===== config.mk =====
export PLATFORM = sky130hd
export DESIGN_NAME = register_bank_reader
export DESIGN_NICKNAME = d
export VERILOG_FILES = /design/src/rtl/register_bank_reader_pkg.sv /design/src/rtl/register_bank_reader_cs_onehot_decoder.sv /design/src/rtl/register_bank_reader.sv
export SDC_FILE = /design/constraint.sdc
export NUM_CORES = 1
export LEC_CHECK = 0
export CORE_AREA = 2 2 51 77
export DETAILED_ROUTE_END_ITERATION = 16
export DIE_AREA = 0 0 53 79
export GPL_TIMING_DRIVEN = 0
export HOLD_SLACK_MARGIN = 0.02
export PLACE_DENSITY = 0.68
export SYNTH_ARGS = -nofsm -noshare
export SYNTH_HDL_FRONTEND = slang
export SYNTH_SLANG_ARGS = --single-unit

===== constraint.sdc =====
create_clock -name Clock -period 2.17 [get_ports Clock]
set_input_delay 0.434 -clock Clock [delete_from_list [all_inputs] [get_ports Clock]]
set_output_delay 0.434 -clock Clock [all_outputs]
set_load 0.02 [all_outputs]

===== src/rtl/register_bank_reader_pkg.sv =====
`default_nettype none
// ============================================================================
// Module   : register_bank_reader_pkg
// Brief    : Shared FSM encodings and bus-select constants for the bank reader
// Revision : 1.0 - initial release
// ============================================================================
package register_bank_reader_pkg;

  localparam logic [2:0] c_IDLE    = 3'd0;
  localparam logic [2:0] c_SETTLE  = 3'd1;
  localparam logic [2:0] c_CAPTURE = 3'd2;
  localparam logic [2:0] c_EMIT    = 3'd3;
  localparam logic [2:0] c_DONE    = 3'd4;

  // Wide enough for the largest supported bank; users slice to their size.
  localparam logic [15:0] c_CS_ALL_HIGH = 16'hFFFF;

endpackage
`default_nettype wire


===== src/rtl/register_bank_reader_cs_onehot_decoder.sv =====
`default_nettype none
// ============================================================================
// Module   : cs_onehot_decoder
// Brief    : Index + enable to active-low one-hot chip-select vector
// Revision : 1.0 - initial release
// ============================================================================
module cs_onehot_decoder
  import register_bank_reader_pkg::*;
#(
  parameter int NR_OF_REGS = 4,
  parameter int SEL_WIDTH  = 2
) (
  input  logic [SEL_WIDTH-1:0]  i_idx,
  input  logic                  i_enable,
  output logic [NR_OF_REGS-1:0] o_cs_n
);

  always_comb begin
    o_cs_n = c_CS_ALL_HIGH[NR_OF_REGS-1:0];
    if (i_enable) begin
      o_cs_n[i_idx] = 1'b0;
    end
  end

endmodule
`default_nettype wire


===== src/rtl/register_bank_reader.sv =====
`default_nettype none
// ============================================================================
// Module   : register_bank_reader
// Brief    : Sequences per-register selects on a shared bus, captures each
//            word and streams it out on a valid/ready interface
// Revision : 1.0 - initial release
// ============================================================================
module register_bank_reader
  import register_bank_reader_pkg::*;
#(
  parameter int NrOfBits     = 8,
  parameter int NrOfRegs     = 4,
  parameter int SelWidth     = 2,
  parameter int SettleCycles = 1
) (
  input  logic                Clock,
  input  logic                Reset,
  input  logic                ClockEnable,
  input  logic                Tick,
  input  logic                Start,
  input  logic [SelWidth-1:0] BaseSel,
  input  logic [SelWidth:0]   Count,
  input  logic [NrOfBits-1:0] BusData,
  output logic [NrOfRegs-1:0] CsN,
  output logic [NrOfBits-1:0] OutData,
  output logic                OutValid,
  input  logic                OutReady,
  output logic                OutLast,
  output logic                Busy,
  output logic                Done
);

  localparam logic [SelWidth-1:0] c_LAST_IDX    = SelWidth'(NrOfRegs - 1);
  localparam logic [SelWidth:0]   c_NREGS       = (SelWidth + 1)'(NrOfRegs);
  localparam logic [SelWidth:0]   c_REM_ONE     = (SelWidth + 1)'(1);
  localparam logic [3:0]          c_SETTLE_LAST = 4'(SettleCycles - 1);

  logic [2:0]          r_state;
  logic [SelWidth-1:0] r_idx;
  logic [SelWidth:0]   r_rem;
  logic [3:0]          r_settle;
  logic [NrOfBits-1:0] r_data;
  logic                r_valid;
  logic                r_last;

  logic                w_step;
  logic [SelWidth:0]   w_base_ext;
  logic [SelWidth-1:0] w_base;
  logic                w_cs_en;

  assign w_step     = ClockEnable & Tick;
  assign w_base_ext = {1'b0, BaseSel};
  // SelWidth is ceil(log2(NrOfRegs)), so one subtraction always suffices.
  assign w_base     = (w_base_ext >= c_NREGS) ? SelWidth'(w_base_ext - c_NREGS) : BaseSel;

  always_ff @(posedge Clock or posedge Reset) begin
    if (Reset) begin
      r_state  <= c_IDLE;
      r_idx    <= '0;
      r_rem    <= '0;
      r_settle <= '0;
      r_data   <= '0;
      r_valid  <= 1'b0;
      r_last   <= 1'b0;
    end else if (w_step) begin
      case (r_state)
        c_IDLE: begin
          if (Start) begin
            if (Count != '0) begin
              r_idx    <= w_base;
              r_rem    <= Count;
              r_settle <= '0;
              r_state  <= c_SETTLE;
            end else begin
              r_state <= c_DONE;
            end
          end
        end
        c_SETTLE: begin
          r_settle <= r_settle + 4'd1;
          if (r_settle == c_SETTLE_LAST) begin
            r_state <= c_CAPTURE;
          end
        end
        c_CAPTURE: begin
          r_data  <= BusData;
          r_valid <= 1'b1;
          r_last  <= (r_rem == c_REM_ONE);
          r_state <= c_EMIT;
        end
        c_EMIT: begin
          if (OutReady) begin
            r_valid <= 1'b0;
            r_last  <= 1'b0;
            r_idx   <= (r_idx == c_LAST_IDX) ? '0 : r_idx + SelWidth'(1);
            r_rem   <= r_rem - c_REM_ONE;
            if (r_rem == c_REM_ONE) begin
              r_state <= c_DONE;
            end else begin
              r_settle <= '0;
              r_state  <= c_SETTLE;
            end
          end
        end
        c_DONE: begin
          r_state <= c_IDLE;
        end
        default: begin
          r_state <= c_IDLE;
        end
      endcase
    end
  end

  // Selects come only from registered state so the bus is released on reset.
  assign w_cs_en = (r_state == c_SETTLE) || (r_state == c_CAPTURE);

  cs_onehot_decoder #(
    .NR_OF_REGS (NrOfRegs),
    .SEL_WIDTH  (SelWidth)
  ) u_cs_decoder (
    .i_idx    (r_idx),
    .i_enable (w_cs_en),
    .o_cs_n   (CsN)
  );

  assign OutData  = r_data;
  assign OutValid = r_valid;
  assign OutLast  = r_last;
  assign Busy     = (r_state != c_IDLE);
  assign Done     = (r_state == c_DONE);

endmodule
`default_nettype wire

==> qor.yml <==
logic_synthesis:
  ys_seq_area_frac: 0.440
  synthTopCellsByCount: "22 x dfrtp_1, 14 x nand2_1, 9 x inv_1, 9 x mux2_2, 8 x ha_1"
  ys.flop_type: "dfrtp_1"
  ys_ff_latch: 22
  yosysWarnings: 0
  synth_edf_count: 0
  syn_avg_cell_area_um2: 9.86
  syn_inst: 127
  yosysTopAreaCellShare: 0.440
  syn_area_um2: 1250
  synth_top_cell_by_area: "dfrtp_1"
  syn_nets: 154
  synthTopCellsByArea: "dfrtp_1 44%, mux2_2 8.1%, ha_1 8.0%"
  synth_cell_types: 34
  async_flop_share: 1.00
  yosysMostFrequentCell: "dfrtp_1"
timing:
  fmax_mhz: 485
  finalSetupViolCount: 0
  finalCritPeriodShare: 0.951
  worstMarginPinSlew_ns: 0.830
  slew_violations: 0
  relSlewSlack: 0.446
  hold_viol: 0
  fin_skew_ns: 0.00691
  rsz0062_at_grt: "false"
  timing.final.crit_period_ns: 2.06
  fin_ws_ns: 0.106
  setup_tns_ns: 0
setup_path:
  required_ns: 1.74
  timing.rr.start: "r_settle[0]"
  cp-start-kind: "flop"
  worstPathArrival_ns: 1.63
  worstSetupPathType: "reg2out"
  crit_start: "r_state[0]"
  endpoint: "Done"
  timing.rr.end: "r_state[0]"
  worst-r2r-setup-slack_ns: 0.32
  worstSetupEndpointType: "output port"
  worst_r2r_path_depth: 5
  worstPathMaxFanout: 10
die:
  rows: 27
  die-area_um2: 4190
  die_w_um: 53
  initial_core_util: 0.353
  core-area_um2: 3550
  io_pins: 35
  fp.dieH_um: 79
placed_design:
  preCtsSetupSlack_ns: 0.0324
  hpwl_mm: 2.40
  routabilityCongestion: 0.836
  port_buffers: 34
global_routing:
  grt_max_degree: 23
  antenna_found_initial: 0
  grt_pass1_vias: 1167
  grt_pass1_wl_mm: 5.18
  grtUsageTotal: 0.166
  grt_overflow_total: 0
pwr:
  p_leak_nw: 0.732
  p_per_area_nw_per_um2: 1280
  vdd_drop_max_uv: 761
finish:
  synthToLayoutAreaGrowth_pct: 35.2
  post-route-util: 0.477
  drive_gt1_frac: 0.134
  antenna_cells: 0
  nets: 193
cts:
  root_buffer: "clkbuf_8"
  clkSinkCount: 22
  clockBufferDepth: 2
  clk_pin_slew_worst_paths_ns: 0.07
  cts_tree: "yes"
  insertion_delay_ns: 0.27
  cts-htree-levels: 1
  cts_buffers: 3
detailed_routing:
  routed_wl_mm: 3.06
  num_vias: 1116
  ant_nets: 0
  viasPerCell: 5.39
  drt_first_pass_iters: 4
  drt_iter0_markers: 32
  wire_per_inst_um: 14.8
  drc: 0
run:
  max_cap_viol_count: 0
outcome:
  status: "completed"
hold_path:
  hp-class: "reg2reg"
==> cell usage in the layout (no fill, tap or decap), types with 3 or more instances in the layout <==
cell	instances
clkdlybuf4s50_1	28
dfrtp_1	21
nand2_1	14
inv_1	9
mux2_2	9
ha_1	8
o21ai_0	6
a21oi_1	5
nor2_1	5
dlygate4sd2_1	5
buf_2	4
nand2b_1	3
o31ai_1	3
nor3_1	3
o22ai_1	3
a22oi_1	3
nand3_1	3
clkbuf_8	3
==> registers in the layout (all words and copies together), names as in the netlist <==
| register | count |
|---|---|
| OutLast | 1 |
| OutData | 8 |
| r_rem | 3 |
| r_state | 3 |
| OutValid | 1 |
| r_idx | 2 |
| r_settle | 4 |
==> layout make-up <==
| type | count | area (µm²) |
|---|---|---|
| Tap cell | 43 | 53.8 |
| Multi-Input combinational cell | 91 | 648 |
| Timing Repair Buffer | 35 | 344 |
| Sequential cell | 22 | 552 |
| Buffer | 4 | 20.0 |
| Inverter | 9 | 33.8 |
| Clock buffer | 3 | 41.3 |
| Fill cell | 357 | 1850 |
==> worst max-delay path, cell delays in order (launching register included) <==
cell	delay (ns)
dfrtp_1	0.40
buf_2	0.18
or2_2	0.33
nor2_1	0.11
dlygate4sd2_1	0.34
==> cell families (layout without fill, tap and decap cells) <==
logic type / count (synthesis) / after routing / synth area share
adder cells (fa/ha/maj): 8 / 8 / 0.0799
multiplexers: 10 / 10 / 0.0889
flip-flops: 22 / 22 / 0.440
AND/OR/NAND/NOR: 43 / 43 / 0.183
AO/OA/AOI/OAI: 30 / 30 / 0.163
buffers and inverters: 14 / 51 / 0.0459
==> per-stage QoR <==
stage	cells	area, µm²	hold WS (ns)	total power, mW
global route	207	1690	0.539	2.33
detailed placement	204	1650	0.499	1.92
CTS	207	1690	0.512	2.18
global placement	204	1650	0.491	1.87
finish	207	1690	0.509	2.16
floorplan	127	1250	0.423	1.46
==> worst min path at each step <==
stage	from	to	slack (ns)	cells after the start
2_1_floorplan	Reset	OutData[0]	0.42	1
3_3_place_gp	OutData[6]	OutData[6]	0.49	1
3_5_place_dp	OutData[2]	OutData[2]	0.50	1
4_1_cts	OutData[2]	OutData[2]	0.51	1
5_1_grt	OutData[2]	OutData[2]	0.54	1
6_report	OutData[2]	OutData[2]	0.51	1
==> where the power goes <==
| group | internal [mW] | switching, mW |
|---|---|---|
| registers | 0.594 | 0.137 |
| logic | 0.558 | 0.617 |
| clock network | 0.124 | 0.133 |
==> timing repair <==
item / in CTS / in global routing
pin swaps: 1 / 0
endpoints found under the setup margin: 6 / 1
endpoints found under the hold margin: 0 / 0
setup buffers: 1 / 0
hold buffers: 0 / 0
resized for setup: 6 / 2
==> metal layers <==
| layer | track usage | routed length [µm] | vias up |
|---|---|---|---|
| met5 | 0 | 0 | - |
| met1 | 0.189 | 1160 | 540 |
| met4 | 0.0718 | 59 | 0 |
| li1 | - | - | 528 |
| met3 | 0.0282 | 186 | 5 |
| met2 | 0.295 | 1660 | 43 |
Power figures use the tool's default switching activity.
